**config.mk**
```make
export PLATFORM = sky130hd
export DESIGN_NAME = i2cm_seq
export DESIGN_NICKNAME = d
export VERILOG_FILES = /design/src/rtl/i2cm_seq.sv
export SDC_FILE = /design/constraint.sdc
export NUM_CORES = 1
export LEC_CHECK = 0
export BUFFER_PORTS_ARGS = -buffer_cell sky130_fd_sc_hd__buf_2
export CAP_MARGIN = 30
export CORE_MARGIN = 1.5
export CORE_UTILIZATION = 55
export CTS_CLUSTER_DIAMETER = 30
export CTS_CLUSTER_SIZE = 24
export DETAILED_ROUTE_END_ITERATION = 8
export HOLD_SLACK_MARGIN = 0.08
export MAX_ROUTING_LAYER = met4
export PLACE_DENSITY = 0.87
export SLEW_MARGIN = 20
export SYNTH_ARGS = -nofsm -noshare
export SYNTH_HDL_FRONTEND = slang
export SYNTH_SLANG_ARGS = --single-unit
export TNS_END_PERCENT = 50
```
**constraint.sdc**
```tcl
create_clock -name clk -period 5.3 [get_ports clk]
set_input_delay 0.795 -clock clk [delete_from_list [all_inputs] [get_ports clk]]
set_output_delay 0.795 -clock clk [all_outputs]
set_load 0.05 [all_outputs]
```
**src/rtl/i2cm_seq.sv**
```systemverilog
// -----------------------------------------------------------------------------
// i2cm_seq
//   Transaction sequencer for the i2cm bit engine. A host issues one-byte
//   register read/write requests; the sequencer expands each one into the
//   START / WRITE / READ / STOP command sequence on the engine's command port
//   and returns a single response.
//
//   Optional feature (macro I2CM_SEQ_RETRY_EN): a NACK on a device-address
//   WRITE issues STOP and restarts the whole sequence, up to MAX_RETRY times.
//   When the macro is not defined, any NACK ends the transaction.
//
// Handshakes (both ports): a transfer happens on a rising clk edge where
// valid && ready are both high. req_* must be stable while req_valid is high.
// rsp_valid stays high, with stable rsp_* fields, until rsp_ready is seen.
//
// Ports
//   clk, rst_n   clock, asynchronous active-low reset
//   ena          enable; low returns the sequencer to IDLE synchronously
//   req_*        request port (rnw, 7-bit dev, reg index, write data)
//   rsp_*        response port (read data, nack flag, error flag)
//   cmds         one-hot engine command: [0]START [1]WRITE [2]READ [3]TXACK [4]STOP
//   cdone        per-command done pulses from the engine
//   tbyte        byte for a WRITE command
//   rbyte        byte returned by a READ command
//   rxack        ACK bit after a WRITE (0 = ACK)
//   error        engine bus/arbitration error
//   state_dbg    current FSM state (debug observation only)
// -----------------------------------------------------------------------------
module i2cm_seq #(
  parameter logic [15:0] TIMEOUT   = 16'd50000,
  parameter int          MAX_RETRY = 2
) (
  input  logic       clk,
  input  logic       rst_n,
  input  logic       ena,
  input  logic       req_valid,
  output logic       req_ready,
  input  logic       req_rnw,
  input  logic [6:0] req_dev,
  input  logic [7:0] req_reg,
  input  logic [7:0] req_wdata,
  output logic       rsp_valid,
  input  logic       rsp_ready,
  output logic [7:0] rsp_rdata,
  output logic       rsp_nack,
  output logic       rsp_err,
  output logic [4:0] cmds,
  input  logic [4:0] cdone,
  output logic [7:0] tbyte,
  input  logic [7:0] rbyte,
  input  logic       rxack,
  input  logic       error,
  output logic [3:0] state_dbg
);

  // Each non-IDLE/non-RESP state names the command it issues. issued_q
  // distinguishes the idle gap cycle (0) from waiting on cdone (1).
  typedef enum logic [3:0] {
    ST_IDLE   = 4'd0,
    ST_START  = 4'd1,
    ST_WDEV   = 4'd2,
    ST_WREG   = 4'd3,
    ST_WDATA  = 4'd4,
    ST_RSTART = 4'd5,
    ST_WDEVR  = 4'd6,
    ST_READ   = 4'd7,
    ST_STOP   = 4'd8,
    ST_RESP   = 4'd9
  } state_t;

  localparam logic [4:0] CMD_START = 5'b00001;
  localparam logic [4:0] CMD_WRITE = 5'b00010;
  localparam logic [4:0] CMD_READ  = 5'b00100;
  localparam logic [4:0] CMD_STOP  = 5'b10000;

  state_t      state_q, state_d;
  logic        issued_q, issued_d;
  logic [4:0]  cmds_q, cmds_d;
  logic [7:0]  tbyte_q, tbyte_d;
  logic [15:0] timer_q, timer_d;
  logic        rnw_q, rnw_d;
  logic [6:0]  dev_q, dev_d;
  logic [7:0]  regidx_q, regidx_d;
  logic [7:0]  wdata_q, wdata_d;
  logic        rsp_valid_q, rsp_valid_d;
  logic [7:0]  rsp_rdata_q, rsp_rdata_d;
  logic        rsp_nack_q, rsp_nack_d;
  logic        rsp_err_q, rsp_err_d;
  logic        nack_pend_q, nack_pend_d;   // NACK seen, reported after STOP
  logic        retry_pend_q, retry_pend_d; // restart from START after STOP
  logic        run_q;                      // low for the first cycle after reset

  logic        cmd_hit;
  logic        timeout_hit;
  logic        is_write;
  logic        retry_ok;

`ifdef I2CM_SEQ_RETRY_EN
  logic [1:0]  retry_q, retry_d;
`endif

  assign req_ready = run_q && (state_q == ST_IDLE) && ena && !rsp_valid_q;

  assign cmd_hit  = |(cdone & cmds_q);
  assign is_write = (state_q == ST_WDEV) || (state_q == ST_WREG) ||
                    (state_q == ST_WDATA) || (state_q == ST_WDEVR);

  // The counter sits at TIMEOUT-1 on the edge where the TIMEOUT-th wait
  // cycle ends, so the command stays asserted exactly TIMEOUT cycles.
  assign timeout_hit = (TIMEOUT != 16'd0) && issued_q &&
                       (timer_q == (TIMEOUT - 16'd1));

`ifdef I2CM_SEQ_RETRY_EN
  assign retry_ok = ((state_q == ST_WDEV) || (state_q == ST_WDEVR)) &&
                    (retry_q < 2'(MAX_RETRY));
`else
  logic unused_max_retry;
  assign unused_max_retry = (MAX_RETRY != 0);
  assign retry_ok = 1'b0;
`endif

  always_comb begin
    state_d      = state_q;
    issued_d     = issued_q;
    cmds_d       = cmds_q;
    tbyte_d      = tbyte_q;
    timer_d      = timer_q;
    rnw_d        = rnw_q;
    dev_d        = dev_q;
    regidx_d     = regidx_q;
    wdata_d      = wdata_q;
    rsp_valid_d  = rsp_valid_q;
    rsp_rdata_d  = rsp_rdata_q;
    rsp_nack_d   = rsp_nack_q;
    rsp_err_d    = rsp_err_q;
    nack_pend_d  = nack_pend_q;
    retry_pend_d = retry_pend_q;
`ifdef I2CM_SEQ_RETRY_EN
    retry_d      = retry_q;
`endif

    if (!ena) begin
      // Abandon everything; the engine is cleared externally alongside.
      state_d      = ST_IDLE;
      issued_d     = 1'b0;
      cmds_d       = '0;
      tbyte_d      = '0;
      timer_d      = '0;
      rsp_valid_d  = 1'b0;
      rsp_rdata_d  = '0;
      rsp_nack_d   = 1'b0;
      rsp_err_d    = 1'b0;
      nack_pend_d  = 1'b0;
      retry_pend_d = 1'b0;
    end else begin
      case (state_q)
        ST_IDLE: begin
          if (req_valid && req_ready) begin
            rnw_d        = req_rnw;
            dev_d        = req_dev;
            regidx_d     = req_reg;
            wdata_d      = req_wdata;
            state_d      = ST_START;
            cmds_d       = CMD_START;
            tbyte_d      = '0;
            issued_d     = 1'b1;
            timer_d      = '0;
            rsp_rdata_d  = '0;
            rsp_nack_d   = 1'b0;
            rsp_err_d    = 1'b0;
            nack_pend_d  = 1'b0;
            retry_pend_d = 1'b0;
`ifdef I2CM_SEQ_RETRY_EN
            retry_d      = '0;
`endif
          end
        end

        ST_RESP: begin
          if (rsp_ready) begin
            state_d     = ST_IDLE;
            rsp_valid_d = 1'b0;
            rsp_rdata_d = '0;
            rsp_nack_d  = 1'b0;
            rsp_err_d   = 1'b0;
          end
        end

        default: begin
          if (error) begin
            // Error wins over a same-cycle cdone; no STOP is attempted.
            state_d     = ST_RESP;
            issued_d    = 1'b0;
            cmds_d      = '0;
            rsp_valid_d = 1'b1;
            rsp_err_d   = 1'b1;
            rsp_nack_d  = 1'b0;
            rsp_rdata_d = '0;
          end else if (!issued_q) begin
            // Gap cycle over: assert the command this state stands for.
            issued_d = 1'b1;
            timer_d  = '0;
            tbyte_d  = '0;
            case (state_q)
              ST_START, ST_RSTART: cmds_d = CMD_START;
              ST_WDEV: begin
                cmds_d  = CMD_WRITE;
                tbyte_d = {dev_q, 1'b0};
              end
              ST_WREG: begin
                cmds_d  = CMD_WRITE;
                tbyte_d = regidx_q;
              end
              ST_WDATA: begin
                cmds_d  = CMD_WRITE;
                tbyte_d = wdata_q;
              end
              ST_WDEVR: begin
                cmds_d  = CMD_WRITE;
                tbyte_d = {dev_q, 1'b1};
              end
              ST_READ:  cmds_d = CMD_READ;   // no TXACK: master NACKs the byte
              ST_STOP:  cmds_d = CMD_STOP;
              default:  cmds_d = '0;
            endcase
          end else if (cmd_hit) begin
            cmds_d   = '0;
            issued_d = 1'b0;
            if (is_write && rxack) begin
              state_d = ST_STOP;
              if (retry_ok) retry_pend_d = 1'b1;
              else          nack_pend_d  = 1'b1;
            end else begin
              case (state_q)
                ST_START:  state_d = ST_WDEV;
                ST_WDEV:   state_d = ST_WREG;
                ST_WREG:   state_d = rnw_q ? ST_RSTART : ST_WDATA;
                ST_WDATA:  state_d = ST_STOP;
                ST_RSTART: state_d = ST_WDEVR;
                ST_WDEVR:  state_d = ST_READ;
                ST_READ: begin
                  rsp_rdata_d = rbyte;
                  state_d     = ST_STOP;
                end
                ST_STOP: begin
                  if (retry_pend_q) begin
                    retry_pend_d = 1'b0;
                    state_d      = ST_START;
`ifdef I2CM_SEQ_RETRY_EN
                    retry_d      = retry_q + 2'd1;
`endif
                  end else begin
                    state_d     = ST_RESP;
                    rsp_valid_d = 1'b1;
                    rsp_nack_d  = nack_pend_q;
                  end
                end
                default:   state_d = ST_IDLE;
              endcase
            end
          end else if (timeout_hit) begin
            state_d     = ST_RESP;
            issued_d    = 1'b0;
            cmds_d      = '0;
            rsp_valid_d = 1'b1;
            rsp_err_d   = 1'b1;
            rsp_nack_d  = 1'b0;
            rsp_rdata_d = '0;
          end else begin
            timer_d = timer_q + 16'd1;
          end
        end
      endcase
    end
  end

  always_ff @(posedge clk or negedge rst_n) begin
    if (!rst_n) begin
      state_q      <= ST_IDLE;
      issued_q     <= 1'b0;
      cmds_q       <= '0;
      tbyte_q      <= '0;
      timer_q      <= '0;
      rnw_q        <= 1'b0;
      dev_q        <= '0;
      regidx_q     <= '0;
      wdata_q      <= '0;
      rsp_valid_q  <= 1'b0;
      rsp_rdata_q  <= '0;
      rsp_nack_q   <= 1'b0;
      rsp_err_q    <= 1'b0;
      nack_pend_q  <= 1'b0;
      retry_pend_q <= 1'b0;
      run_q        <= 1'b0;
`ifdef I2CM_SEQ_RETRY_EN
      retry_q      <= '0;
`endif
    end else begin
      state_q      <= state_d;
      issued_q     <= issued_d;
      cmds_q       <= cmds_d;
      tbyte_q      <= tbyte_d;
      timer_q      <= timer_d;
      rnw_q        <= rnw_d;
      dev_q        <= dev_d;
      regidx_q     <= regidx_d;
      wdata_q      <= wdata_d;
      rsp_valid_q  <= rsp_valid_d;
      rsp_rdata_q  <= rsp_rdata_d;
      rsp_nack_q   <= rsp_nack_d;
      rsp_err_q    <= rsp_err_d;
      nack_pend_q  <= nack_pend_d;
      retry_pend_q <= retry_pend_d;
      run_q        <= 1'b1;
`ifdef I2CM_SEQ_RETRY_EN
      retry_q      <= retry_d;
`endif
    end
  end

  assign cmds      = cmds_q;
  assign tbyte     = tbyte_q;
  assign rsp_valid = rsp_valid_q;
  assign rsp_rdata = rsp_rdata_q;
  assign rsp_nack  = rsp_nack_q;
  assign rsp_err   = rsp_err_q;
  assign state_dbg = state_q;

endmodule
```
Word-level counts from Yosys, hierarchy flattened
Cells that the tools add are included.

cells by class
  add/sub/neg operators = 1
  multipliers = 0
  divide/modulo/power cells = 0
  order comparisons = 0
  equal/unequal tests = 37
  shift operators = 0
  muxes and demuxes = 87
  bitwise logic cells = 1
  reductions and logical operators = 27

operators by type and width
  kind                                                                   number
  16-bit 2-to-1 mux                                                      6
  8-bit 2-to-1 mux                                                       12
  1-bit 2-to-1 mux                                                       40
  4-bit 2-to-1 mux                                                       9
  16-bit case mux with 2 select lines                                    1
  8-bit case mux with 2 select lines                                     2
  8-bit case mux with 4 select lines                                     1
  5-bit 2-to-1 mux                                                       6
  4-bit case mux with 7 select lines                                     1
  7-bit AND reduction                                                    3
  5-bit case mux with 4 select lines                                     1
  6-bit by 3-bit != test with 1-bit output, second input constant        3
  16-bit by 1-bit adder with 16-bit output, second input constant        1
  16-bit equality test, second input constant                            1
  4-bit by 3-bit equality test with 1-bit output, second input constant  4
  5-bit by 1-bit != test with 1-bit output, second input constant        3
  3-bit by 1-bit != test with 1-bit output, second input constant        4
  1-bit case mux with 2 select lines                                     6
  6-bit AND reduction                                                    2
  5-bit by 3-bit != test with 1-bit output, second input constant        2
  5-bit by 4-bit != test with 1-bit output, second input constant        2
  5-bit case mux with 2 select lines                                     1
  5-bit AND reduction                                                    2
  3-bit by 2-bit != test with 1-bit output, second input constant        3
  22 further kinds                                                       37

word-level totals
  bits in registers = 72
  bits in latches = 0
  RAM bits = 0
  ROM bits = 0
  input bits = 44
  output and inout port bits = 29
  logic and storage cells = 169
  memories kept = 0

Longest topological paths before layout
  depth in word-level cells = 11
  depth in mapped cells = 9
  mapped depth without buffers = 6

Least setup slack after synthesis
Ideal clock, no wire load.

  path kind = register to output
  from = register state_q[0], in the netlist state_dbg[0]
  to = output port req_ready
  data arrival time = 2.979 ns
  data required time = 4.505 ns
  setup slack = 1.526 ns
  cell stages (with the launch flop) = 5
  buffers on the path = 2
  cells stage by stage = dfrtp_1 -> buf_2 -> or4_1 -> buf_2 -> nor4b_1

on the way
  cells in the longest elaborated chain, start to end = 4

RTL lines
  element                         line  source
  start: declaration              76    state_t state_q, state_d;
  start signal: assignment        299   state_q <= state_d;
  4-bit zero test                 102   assign req_ready = run_q && (state_q == ST_IDLE) && ena && !rsp_valid_q;
  1-bit logical AND (3 in a row)  102
  end: declaration                37    output logic req_ready,

Every way passes these cells.

Final worst setup path
  from = register state_q[1], in the netlist state_dbg[1]
  to = output port req_ready

Same word-level chain as after synthesis.

==> metrics <==
Crit path max-delay family=simple AND/OR/NAND/NOR gates; FF-to-FF End=timer_q[8]; final hold viol count=0; WS Path Type=register to primary output; WL per Instance=18.2 um; # rows=29; Clock Path Buffers=2; clock slew at reported path FFs=0.08 ns; Via density=6.52; share of cells above drive strength 1=0.310; total wire length=8910 um; Max VDD drop=0.328 mV; I/O pin cnt=73; CTS Buf Count=9; first-pass GRT wire length=14,600 um; initial antenna violation count=0; Final ANT Viol Nets=0; die area=7200 um^2; CP Launch Type=register; final net count=453; CP Capture Type=primary output; Unique masters post-synth=68; Antenna diodes=0; placeable core area=6420 um^2; #FFs+latches synth=70; Hold/Removal Path Class=input pin to asynchronous set/reset pin; H-Tree Depth=3; Post-CTS Setup Bufs=0; synthesized netlist cell count=347; FF-to-FF path depth=5; root buf cell=clkbuf_8; worst-path fanout max=24; Buf/Inv on CP=1; CP required=4.51 ns; area grow syn2layout=14.9%; Overall Global Routing Usage=0.266; register area=1750 um^2; Placer Congestion=0.923; Stages on worst setup path=3; worst clock skew=0.00913 ns; max_cap viols=0; sinks on the clock net=70; # port buffers=70; Final Slew Violations=0; largest net degree at the start of global routing=71; TritonCTS clock tree=yes; Async SR Flop Fraction=1.00; total negative slack=0 ns; gr ovfl total=0; Die Width=84.9 um; Yosys warning count=0; Vias=3,193; measured slew at the worst slew-check pin=0.887 ns; Post-synth EDFFs=0; Slew headroom=0.409; Initial Utilization=0.574; Util after Layout=0.659; Tcrit/Tclk final=0.617; WP data arrival=2.47 ns; Lkg Pwr=1.91 nW; min Tclk post-route=3.27 ns; hold_buf cts=0; area of the multi-input gates=1780 um^2; Setup Viol. Count Final=0; first drt pass iteration count=7; RR Startpoint=state_dbg[1]; CP cell instances=or4_1, nor4b_1, buf_2; syn nets=392; syn_area_per_cell=10.6 um^2; pwr dens=412 nW/um^2; hold slack=0.466 ns; die height=84.9 um; register area share after synthesis=0.475; status=complete, but fails checks; reg2reg setup slack=2.54 ns; FMAX=306 MHz; slowest CP cell=or4_1; clk_lat worst skew=0.35 ns; failing checks=DRC; vias in the first global route=3,065; DPL Wire Length=6070 um; post-synthesis cell area=3680 um^2; DR iter-0 viols=367; crit-path max cell delay=0.79 ns; fillers=480; CP startpoint=state_dbg[1]; Post-synth top flop=dfrtp_1; RSZ-0062 raised after global routing=false; DRC=2; # resized after CTS=0
==> logic make-up (layout without fill, tap and decap cells) <==
| family | after synthesis | in the layout | share of synthesized area |
|---|---|---|---|
| and+or+nand+nor | 106 | 106 | 0.172 |
| DFF | 70 | 70 | 0.475 |
| other | 2 | 2 | 0.00204 |
| buffers and inverters | 29 | 95 | 0.0411 |
| xor gates and xnor gates | 2 | 2 | 0.00475 |
| muxes | 26 | 26 | 0.0788 |
| adders and majority gates | 1 | 1 | 0.00340 |
| AOI/OAI and AO/OA | 111 | 111 | 0.223 |
==> state kept, by name, indices dropped and copies added (netlist names), 4 cells and up <==
signal / count
dev_q: 7
wdata_q: 8
rsp_rdata: 8
regidx_q: 8
tbyte: 8
state_dbg: 4
timer_q: 16
cmds: 4
==> through the flow <==
step	instances	setup slack [ns]	area, um^2	power [mW]
5_1_grt	490	1.81	4230	1.84
3_3_place_gp	472	2.45	4010	1.29
3_5_place_dp	473	2.42	4030	1.32
2_1_floorplan	347	1.53	3680	1.20
6_report	490	2.03	4230	1.75
4_1_cts	489	2.05	4210	1.74
==> worst max-delay path by stage <==
stage	endpoint	slack (ns)
finish	req_ready	2.03
global placement	req_ready	2.45
global route	req_ready	1.81
CTS	req_ready	2.05
detailed placement	timer_q[2]	2.42
floorplan	req_ready	1.53
==> layer usage <==
layer  GRT usage  wire, um  vias up
met1       0.341      3730     1539
met3      0.0467       580       34
met2       0.415      4330      157
met4       0.119       261        0
met5           -         0        -
li1            -         -     1463
==> worst reg2reg max path: cells and delay by family (launching register included) <==
| kind | cells | cell delay [ns] |
|---|---|---|
| flip-flops | 1 | 0.68 |
| AND/OR/NAND/NOR | 2 | 0.91 |
| AO/OA/AOI/OAI | 3 | 1.08 |
==> cell usage after synthesis, drive strengths merged (3+ instances only) <==
cell type	n	share of area
dfrtp	70	0.48
mux2	24	0.073
nand2	23	0.023
a21oi	20	0.030
a22o	19	0.045
o31ai	17	0.035
o21ai	16	0.026
buf	15	0.026
nand3	13	0.018
a22oi	12	0.024
nor2	12	0.014
clkbuf	8	0.0085
nand4	8	0.014
nor4	8	0.015
or4	6	0.012
inv	5	0.0051
nand2b	5	0.011
and2	4	0.0068
or3	4	0.0068
a21o	3	0.0061
and3	3	0.0051
and3b	3	0.0071
and4	3	0.0071
nand4b	3	0.0071
nor3	3	0.0054
o21a	3	0.0081
o311ai	3	0.0071
==> where the power goes <==
group          total (mW)  internal [mW]  leakage (nW)  switching (mW)
combinational       0.578          0.210         0.889           0.368
clock               0.411          0.189        0.0939           0.222
sequential          0.756          0.647         0.925           0.110
total                1.75           1.05          1.91           0.700
==> area by class of cell <==
type                            instances  area share
Clock buffer                           10      0.0325
Clock inverter                          6      0.0121
Inverter                                6     0.00532
Multi-Input combinational cell        248       0.421
Sequential cell                        70       0.414
Tap cell                               77      0.0228
Timing Repair Buffer                   73      0.0928
==> cell usage in the layout, fill, tap and decap left out, drive strengths merged, types with 3 or more instances in the layout <==
cell,count
buf,73
dfrtp,70
mux2,24
nand2,23
a21oi,20
a22o,19
o31ai,17
o21ai,16
nand3,13
a22oi,12
nor2,12
clkbuf,10
nand4,8
nor4,8
inv,8
or4,6
nand2b,5
or3,4
and2,4
and4,3
and3b,3
a21o,3
and3,3
nand4b,3
nor3,3
o311ai,3
o21a,3
clkinv,3
No activity file was read; power rests on OpenSTA's default activity.
